$ cat src/rtl/hydra_pkg.sv
// Shared definitions for the hydra SoC arbiters: FSM encoding and width helpers.
package hydra_pkg;

  typedef enum logic {
    ARB_IDLE = 1'b0,
    ARB_BUSY = 1'b1
  } arb_state_t;

  // Index width that never collapses to zero bits for a single-entry array.
  function automatic int clog2_floor1(input int n);
    return (n <= 1) ? 1 : $clog2(n);
  endfunction

  function automatic int strb_width(input int data_w);
    return data_w / 8;
  endfunction

endpackage

$ cat src/rtl/mem_arbiter_rr_if.sv
// Bundle of the core-side look-ahead ports and the shared target bus around the arbiter.
interface mem_arbiter_rr_if
  import hydra_pkg::*;
#(
  parameter int N_PORTS = 4,
  parameter int ADDR_W  = 32,
  parameter int DATA_W  = 32
);

  localparam int STRB_W    = strb_width(DATA_W);
  localparam int PORT_BITS = clog2_floor1(N_PORTS);

  logic [N_PORTS-1:0]        la_read;
  logic [N_PORTS-1:0]        la_write;
  logic [N_PORTS*ADDR_W-1:0] la_addr;
  logic [N_PORTS*DATA_W-1:0] la_wdata;
  logic [N_PORTS*STRB_W-1:0] la_wstrb;
  logic [N_PORTS-1:0]        port_ready;
  logic [N_PORTS*DATA_W-1:0] port_rdata;

  logic                      tgt_valid;
  logic                      tgt_write;
  logic [ADDR_W-1:0]         tgt_addr;
  logic [DATA_W-1:0]         tgt_wdata;
  logic [STRB_W-1:0]         tgt_wstrb;
  logic [PORT_BITS-1:0]      tgt_port;
  logic                      tgt_ready;
  logic [DATA_W-1:0]         tgt_rdata;

  // Arbiter view: accepts core requests, drives the target.
  modport slave (
    input  la_read, la_write, la_addr, la_wdata, la_wstrb, tgt_ready, tgt_rdata,
    output port_ready, port_rdata,
    output tgt_valid, tgt_write, tgt_addr, tgt_wdata, tgt_wstrb, tgt_port
  );

  // Environment view: cores plus the downstream decoder/target.
  modport master (
    output la_read, la_write, la_addr, la_wdata, la_wstrb, tgt_ready, tgt_rdata,
    input  port_ready, port_rdata,
    input  tgt_valid, tgt_write, tgt_addr, tgt_wdata, tgt_wstrb, tgt_port
  );

endinterface

$ cat src/rtl/rr_priority_pick.sv
// Rotating priority encoder: first set bit of 'pending' at or after 'rr_ptr', wrapping.
module rr_priority_pick #(
  parameter int N     = 4,
  parameter int PTR_W = 2
) (
  input  logic [N-1:0]     pending,
  input  logic [PTR_W-1:0] rr_ptr,
  output logic [PTR_W-1:0] grant,
  output logic             any_valid
);

  logic [PTR_W-1:0] idx;

  // Scan from farthest to nearest so the closest pending index is written last.
  always_comb begin
    grant     = '0;
    any_valid = 1'b0;
    idx       = '0;
    for (int k = N - 1; k >= 0; k--) begin
      idx = PTR_W'((int'(rr_ptr) + k) % N);
      if (pending[idx]) begin
        grant     = idx;
        any_valid = 1'b1;
      end
    end
  end

endmodule

$ cat src/rtl/mem_arbiter_rr.sv
// Work-conserving round-robin arbiter from N look-ahead core ports onto one shared target bus.
module mem_arbiter_rr
  import hydra_pkg::*;
#(
  parameter int N_PORTS = 4,
  parameter int ADDR_W  = 32,
  parameter int DATA_W  = 32,
  parameter int WAIT_W  = 8
) (
  input  logic               clk,
  input  logic               reset,
  mem_arbiter_rr_if.slave    bus,
  output logic [N_PORTS-1:0] starve
);

  localparam int STRB_W    = strb_width(DATA_W);
  localparam int PORT_BITS = clog2_floor1(N_PORTS);
  localparam logic [WAIT_W-1:0] WAIT_MAX = '1;

  arb_state_t           state, state_next;
  logic [PORT_BITS-1:0] rr_ptr, grant_reg, pick, ptr_after;
  logic                 any_pending, grant_now, completing;

  logic [N_PORTS-1:0]   pending, req, free, capture, done_port;
  logic                 slot_write [N_PORTS];
  logic [ADDR_W-1:0]    slot_addr  [N_PORTS];
  logic [DATA_W-1:0]    slot_wdata [N_PORTS];
  logic [STRB_W-1:0]    slot_wstrb [N_PORTS];
  logic [WAIT_W-1:0]    wait_cnt   [N_PORTS];

  assign completing = (state == ARB_BUSY) && bus.tgt_ready;
  assign grant_now  = (state == ARB_IDLE) && any_pending;

  rr_priority_pick #(
    .N     (N_PORTS),
    .PTR_W (PORT_BITS)
  ) u_pick (
    .pending   (pending),
    .rr_ptr    (rr_ptr),
    .grant     (pick),
    .any_valid (any_pending)
  );

  // A slot can accept a new request while its previous one is completing this cycle.
  always_comb begin
    req       = '0;
    free      = '0;
    capture   = '0;
    done_port = '0;
    for (int i = 0; i < N_PORTS; i++) begin
      req[i]       = bus.la_read[i] | bus.la_write[i];
      done_port[i] = completing && (grant_reg == PORT_BITS'(i));
      free[i]      = !pending[i] || done_port[i];
      capture[i]   = req[i] && free[i];
    end
  end

  always_ff @(posedge clk or posedge reset) begin
    if (reset) begin
      pending <= '0;
      for (int i = 0; i < N_PORTS; i++) begin
        slot_write[i] <= 1'b0;
        slot_addr[i]  <= '0;
        slot_wdata[i] <= '0;
        slot_wstrb[i] <= '0;
      end
    end else begin
      for (int i = 0; i < N_PORTS; i++) begin
        if (capture[i]) begin
          slot_write[i] <= bus.la_write[i];
          slot_addr[i]  <= bus.la_addr[ADDR_W*i +: ADDR_W];
          slot_wdata[i] <= bus.la_wdata[DATA_W*i +: DATA_W];
          slot_wstrb[i] <= bus.la_wstrb[STRB_W*i +: STRB_W];
          pending[i]    <= 1'b1;
        end else if (done_port[i]) begin
          pending[i]    <= 1'b0;
        end
      end
    end
  end

  always_ff @(posedge clk or posedge reset) begin
    if (reset) state <= ARB_IDLE;
    else       state <= state_next;
  end

  always_comb begin
    state_next = state;
    case (state)
      ARB_IDLE: if (any_pending)   state_next = ARB_BUSY;
      ARB_BUSY: if (bus.tgt_ready) state_next = ARB_IDLE;
      default:                     state_next = ARB_IDLE;
    endcase
  end

  always_comb begin
    ptr_after = '0;
    if (int'(grant_reg) < N_PORTS - 1) ptr_after = grant_reg + PORT_BITS'(1);
  end

  // Target request is registered at grant and held untouched until tgt_ready.
  always_ff @(posedge clk or posedge reset) begin
    if (reset) begin
      bus.tgt_valid  <= 1'b0;
      bus.tgt_write  <= 1'b0;
      bus.tgt_addr   <= '0;
      bus.tgt_wdata  <= '0;
      bus.tgt_wstrb  <= '0;
      bus.tgt_port   <= '0;
      bus.port_ready <= '0;
      bus.port_rdata <= '0;
      grant_reg      <= '0;
      rr_ptr         <= '0;
    end else begin
      bus.port_ready <= '0;
      if (grant_now) begin
        bus.tgt_valid <= 1'b1;
        bus.tgt_write <= slot_write[pick];
        bus.tgt_addr  <= slot_addr[pick];
        bus.tgt_wdata <= slot_wdata[pick];
        bus.tgt_wstrb <= slot_wstrb[pick];
        bus.tgt_port  <= pick;
        grant_reg     <= pick;
      end
      if (completing) begin
        bus.tgt_valid             <= 1'b0;
        bus.port_ready[grant_reg] <= 1'b1;
        rr_ptr                    <= ptr_after;
        if (!bus.tgt_write) bus.port_rdata[DATA_W*grant_reg +: DATA_W] <= bus.tgt_rdata;
      end
    end
  end

  // A port waits whenever it is pending but not the one currently on the bus.
  always_ff @(posedge clk or posedge reset) begin
    if (reset) begin
      for (int i = 0; i < N_PORTS; i++) wait_cnt[i] <= '0;
    end else begin
      for (int i = 0; i < N_PORTS; i++) begin
        if (grant_now && (pick == PORT_BITS'(i)))
          wait_cnt[i] <= '0;
        else if (pending[i] && !((state == ARB_BUSY) && (grant_reg == PORT_BITS'(i)))
                 && (wait_cnt[i] != WAIT_MAX))
          wait_cnt[i] <= wait_cnt[i] + WAIT_W'(1);
      end
    end
  end

  always_comb begin
    starve = '0;
    for (int i = 0; i < N_PORTS; i++) starve[i] = (wait_cnt[i] == WAIT_MAX);
  end

  a_no_overrun: assert property (@(posedge clk) disable iff (reset) (req & ~free) == '0)
    else $error("mem_arbiter_rr: request to an occupied slot was ignored");

endmodule
$ cat src/flat_wrapper.sv
// flat-port wrapper written by rule: the top's interface ports become plain ports
module mem_arbiter_rr_flat import hydra_pkg::*;
#(
  parameter int N_PORTS = 4,
  parameter int ADDR_W  = 32,
  parameter int DATA_W  = 32,
  parameter int WAIT_W  = 8
)
  (clk, reset, starve, bus_la_read, bus_la_write, bus_la_addr, bus_la_wdata, bus_la_wstrb, bus_tgt_ready, bus_tgt_rdata, bus_port_ready, bus_port_rdata, bus_tgt_valid, bus_tgt_write, bus_tgt_addr, bus_tgt_wdata, bus_tgt_wstrb, bus_tgt_port);
  mem_arbiter_rr_if #(.N_PORTS(N_PORTS), .ADDR_W(ADDR_W), .DATA_W(DATA_W)) bus_i ();
  input  logic clk;
  input  logic reset;
  output logic [N_PORTS-1:0] starve;
  input wire logic [$bits(bus_i.la_read)-1:0] bus_la_read;
  input wire logic [$bits(bus_i.la_write)-1:0] bus_la_write;
  input wire logic [$bits(bus_i.la_addr)-1:0] bus_la_addr;
  input wire logic [$bits(bus_i.la_wdata)-1:0] bus_la_wdata;
  input wire logic [$bits(bus_i.la_wstrb)-1:0] bus_la_wstrb;
  input wire logic [$bits(bus_i.tgt_ready)-1:0] bus_tgt_ready;
  input wire logic [$bits(bus_i.tgt_rdata)-1:0] bus_tgt_rdata;
  output wire logic [$bits(bus_i.port_ready)-1:0] bus_port_ready;
  output wire logic [$bits(bus_i.port_rdata)-1:0] bus_port_rdata;
  output wire logic [$bits(bus_i.tgt_valid)-1:0] bus_tgt_valid;
  output wire logic [$bits(bus_i.tgt_write)-1:0] bus_tgt_write;
  output wire logic [$bits(bus_i.tgt_addr)-1:0] bus_tgt_addr;
  output wire logic [$bits(bus_i.tgt_wdata)-1:0] bus_tgt_wdata;
  output wire logic [$bits(bus_i.tgt_wstrb)-1:0] bus_tgt_wstrb;
  output wire logic [$bits(bus_i.tgt_port)-1:0] bus_tgt_port;
  assign bus_i.la_read = bus_la_read;
  assign bus_i.la_write = bus_la_write;
  assign bus_i.la_addr = bus_la_addr;
  assign bus_i.la_wdata = bus_la_wdata;
  assign bus_i.la_wstrb = bus_la_wstrb;
  assign bus_i.tgt_ready = bus_tgt_ready;
  assign bus_i.tgt_rdata = bus_tgt_rdata;
  assign bus_port_ready = bus_i.port_ready;
  assign bus_port_rdata = bus_i.port_rdata;
  assign bus_tgt_valid = bus_i.tgt_valid;
  assign bus_tgt_write = bus_i.tgt_write;
  assign bus_tgt_addr = bus_i.tgt_addr;
  assign bus_tgt_wdata = bus_i.tgt_wdata;
  assign bus_tgt_wstrb = bus_i.tgt_wstrb;
  assign bus_tgt_port = bus_i.tgt_port;
  mem_arbiter_rr #(.N_PORTS(N_PORTS), .ADDR_W(ADDR_W), .DATA_W(DATA_W), .WAIT_W(WAIT_W)) u_core (.clk(clk), .reset(reset), .bus(bus_i), .starve(starve));
endmodule
$ cat config.mk
export PLATFORM = sky130hd
export DESIGN_NAME = mem_arbiter_rr_flat
export DESIGN_NICKNAME = d
export VERILOG_FILES = /design/src/rtl/hydra_pkg.sv /design/src/rtl/mem_arbiter_rr_if.sv /design/src/rtl/rr_priority_pick.sv /design/src/rtl/mem_arbiter_rr.sv /design/src/flat_wrapper.sv
export SDC_FILE = /design/constraint.sdc
export NUM_CORES = 1
export LEC_CHECK = 0
export BUFFER_PORTS_ARGS = -buffer_cell sky130_fd_sc_hd__clkbuf_2
export CORE_MARGIN = 2
export CORE_UTILIZATION = 40
export DETAILED_ROUTE_END_ITERATION = 6
export PLACE_DENSITY_LB_ADDON = 0.1
export SYNTH_ARGS = -nofsm -noshare
export SYNTH_HDL_FRONTEND = slang
export SYNTH_SLANG_ARGS = --single-unit
$ cat constraint.sdc
create_clock -name clk -period 18.7 [get_ports clk]
set_clock_uncertainty 0.05 [all_clocks]
set_input_delay 0.935 -clock clk [delete_from_list [all_inputs] [get_ports clk]]
set_output_delay 0.935 -clock clk [all_outputs]
set_load 0.1 [all_outputs]
==> key figures <==
Run status
  – Status: completed

STA
  – Relative slew slack: 0.218
  – Final-layout worst hold slack: 0.425 ns
  – Post-layout minimum cycle time: 3.37 ns
  – Pins over their slew limit: 0
  – Hold Fails Final Rpt: 0
  – RSZ-0062 raised after global routing: false
  – Sum of negative setup slack: 0 ns
  – Top achievable clock speed: 297 MHz
  – Transition time at the pin with the least slew margin: 1.17 ns
  – Setup violators final: 0
  – Final period util: 0.180

Routing
  – Final routed wirelength across all metal layers: 68.4 mm
  – Remaining DRCs: 0
  – Remaining antenna violation count: 0
  – Violation count after the first detailed-route iteration: 946
  – Via count normalized by instance count: 5.16
  – Detailed-router iteration count before antenna repair: 5
  – Post-DR wirelength/cell: 21.7 um
  – Total number of vias: 16229

Layout
  – Area grow syn2layout: 23.5%
  – Share of post-route cells with drive strength above 1: 0.393
  – Total number of nets in the final design: 2661
  – Number of cells in the finished layout apart from fillers: 3148
  – Final Util: 0.499

Worst setup path
  – Startpoint of the most critical register-to-register path: u_core.bus.tgt_port[0]$_DFFE_PP0P_
  – Arrival time worst endpoint: 3.80 ns
  – Crit-path slowest cell: buf_4
  – Critical path capture point type: flip-flop
  – Bufs and invs on worst path: 2
  – Terminus of the critical flop-to-flop path: u_core.slot_addr[117]$_DFFE_PP0P_
  – Critical path endpoint: u_core.slot_addr[117]$_DFFE_PP0P_
  – Largest stage delay on the critical path: 0.83 ns
  – Peak fanout along the critical path: 51
  – CP top delay family: buffers and inverters
  – Worst Setup Start Kind: flip-flop
  – Worst-path cell chain: inv_1 > ha_1 > nand2_1 > a21oi_4 > buf_4 > mux2_2
  – Worst reg-to-reg setup slack: 15.33 ns
  – Critical Path RT: 19.13 ns
  – Number of logic stages on the critical path including buffering: 6
  – Path depth of the worst reg2reg path: 6
  – Classification of the worst setup path: flip-flop to flip-flop
  – Beginning of the critical path: u_core.bus.tgt_port[0]$_DFFE_PP0P_

Placement
  – Final weighted congestion in routability-driven placement: 0.817
  – Cell count after placement: 3025
  – Port buffer count: 522
  – DPL Wire Length: 45.3 mm

Yosys
  – Dominant synthesized flop cell: dfrtp_1
  – Cell count after synthesis: 1854
  – Count of flip-flops with a built-in enable after synthesis: 0
  – Dominant combinational cell family by area after synthesis: multiplexers
  – Seq/Total Area, Yosys: 0.583
  – Mean cell area of the mapped netlist: 12.0 sq um
  – Area fraction in and, or, nand and nor cells after synthesis: 0.103
  – Async set-or-reset flop fraction in the synthesized netlist: 1.00
  – Combined area of all synthesized cells: 0.0223 sq mm
  – Compound-gate portion of the synthesized area: 0.0960
  – Total of warnings raised by yosys: 0
  – Adder-cell share of the synthesized area: 0.00562
  – Fraction of synthesized cell area in xor and xnor cells: 0.0106
  – Most area-hungry cell type in the Yosys netlist: dfrtp_1
  – Dominant cells by area after synthesis: dfrtp_1 (58%), mux2_2 (13%), nand2_1 (5.0%)
  – Syn_nets: 2179
  – Distinct cell type count after synthesis: 53
  – Flop and latch count out of synthesis: 519
  – Top cell type's share of synthesized area: 0.583
  – Multiplexer share of the synthesized area: 0.171

CTS
  – Clock tree buffer depth: 3
  – Total of hold buffers inserted after clock tree synthesis: 0
  – Clk_lat worst skew: 0.60 ns
  – Clock slew seen by the registers of the worst setup and hold paths: 0.06 ns
  – H-tree Lvls: 2
  – Clock buffer count from CTS: 57
  – Cell chosen for the clock root: clkbuf_16
  – Cts repair resizes: 0
  – Number of buffers inserted to repair setup after CTS: 0
  – Number of clock sinks: 519
  – Clock tree from TritonCTS: yes

Power and ir drop
  – Power Dens Cells: 200 mW/mm^2
  – Highest ir drop seen on vdd: 146 uV
  – Power after layout: 5.50 mW
  – Leak Pwr: 12.7 nW

Die
  – Initial Utilization: 0.404
  – Die extent in y: 240 um
  – Die Span X: 240 um
  – Number of core rows: 86
  – Core outline area: 0.0551 sq mm
  – I/O pin count: 523
  – Area of the die: 0.0576 sq mm

Global route
  – Total routing usage reported by global routing: 0.235
  – Wire length of the first global-routing pass: 103 mm
  – Pin count of the biggest net entering global routing: 166
  – Antenna violations before repair: 30
  – Total grt overflow: 0
  – Number of global-route vias before repair: 16661

Flow run
  – # Max-Cap Violations: 0

Min path
  – Min-Delay Path Class: flip-flop to flip-flop
[cell families after synthesis]
group | count (synthesis)
muxes | 345
DFF | 519
xor gates and xnor gates | 27
and+or+nand+nor | 524
AOI/OAI and AO/OA | 298
buffers and inverters | 131
adders and majority gates | 10
[flip-flops by register name, indices dropped and copies added (netlist names), 2 cells and up]
register	count
u_core.bus.port_rdata	128
u_core.bus.port_ready	4
u_core.wait_cnt	32
u_core.rr_ptr	2
u_core.slot_wstrb	16
u_core.slot_wdata	128
u_core.bus.tgt_wdata	32
u_core.pending	4
u_core.slot_write	4
u_core.bus.tgt_addr	32
u_core.bus.tgt_wstrb	4
u_core.slot_addr	128
u_core.bus.tgt_port	2
[metal layers]
layer,global-route usage,vias to the layer above,share of wire,wire length [um]
li1,-,7470,-,-
met1,0.306,8142,0.42,28600
met3,0.0688,116,0.079,5390
met5,0,-,0.0024,161
met4,0.0787,26,0.025,1680
met2,0.376,475,0.48,32600
[area by class of cell]
type | instances | area [sq um]
antenna | 16 | 40.0
tap | 748 | 936
timing repair buffer | 544 | 2790
sequential | 519 | 13000
inverter | 10 | 45.0
multi-input combinational | 1204 | 8680
clock buffer | 90 | 1740
fill | 5041 | 27600
clock inverter | 17 | 269
[cells in the mapped netlist (all sizes together), types with 2 or more instances]
library cell  number
a211oi            70
and2              71
buf               63
dfrtp            519
nand2            298
o21ai            132
a21oi              9
a21bo              2
clkbuf            58
mux2i             72
a41oi              2
inv               10
xnor2              8
nor3b              3
nand4              9
xor2              19
ha                10
or3                2
a221oi            69
a22o               4
and4               5
nor3               7
a21boi             2
nor2             112
nand3              8
mux2             273
and3               4
[cell usage in the layout, fill, tap and decap left out, types with 9 or more instances in the layout]
master	n
a211oi_1	57
a211oi_2	13
a221oi_1	59
a221oi_2	10
and2_1	70
buf_4	21
clkbuf_1	16
clkbuf_16	59
clkbuf_2	522
clkbuf_8	15
dfrtp_1	519
diode_2	16
ha_1	10
inv_1	9
mux2_1	20
mux2_2	252
mux2i_1	72
nand2_1	294
nand4_1	9
nor2_1	110
o21ai_0	132
xor2_1	19
[worst min path at each step]
stage                                           startpoint                                to  slack [ns]  cells past startpoint
final                      u_core.slot_addr[9]$_DFFE_PP0P_   u_core.slot_addr[9]$_DFFE_PP0P_        0.42                      1
after global routing      u_core.slot_addr[11]$_DFFE_PP0P_  u_core.slot_addr[11]$_DFFE_PP0P_        0.44                      1
after CTS                  u_core.slot_addr[9]$_DFFE_PP0P_   u_core.slot_addr[9]$_DFFE_PP0P_        0.43                      1
after detailed placement   u_core.slot_addr[9]$_DFFE_PP0P_   u_core.slot_addr[9]$_DFFE_PP0P_        0.42                      1
after global placement    u_core.slot_addr[14]$_DFFE_PP0P_  u_core.slot_addr[14]$_DFFE_PP0P_        0.41                      1
after floorplan           u_core.slot_addr[10]$_DFFE_PP0P_  u_core.slot_addr[10]$_DFFE_PP0P_        0.40                      1
[where the power goes]
| part | internal [mW] | switching [mW] |
|---|---|---|
| logic | 0.630 | 1.79 |
| clock network | 0.733 | 0.464 |
| registers | 1.61 | 0.276 |
[per-stage QoR]
| stage | setup slack [ns] | instance area, sq um |
|---|---|---|
| 2_1_floorplan | 3.22 | 22300 |
| 3_5_place_dp | 14.95 | 25400 |
| 4_1_cts | 15.28 | 27500 |
| 5_1_grt | 15.19 | 27500 |
| 3_3_place_gp | 14.95 | 25400 |
| 6_report | 15.33 | 27500 |
Power figures use the tool's default switching activity.
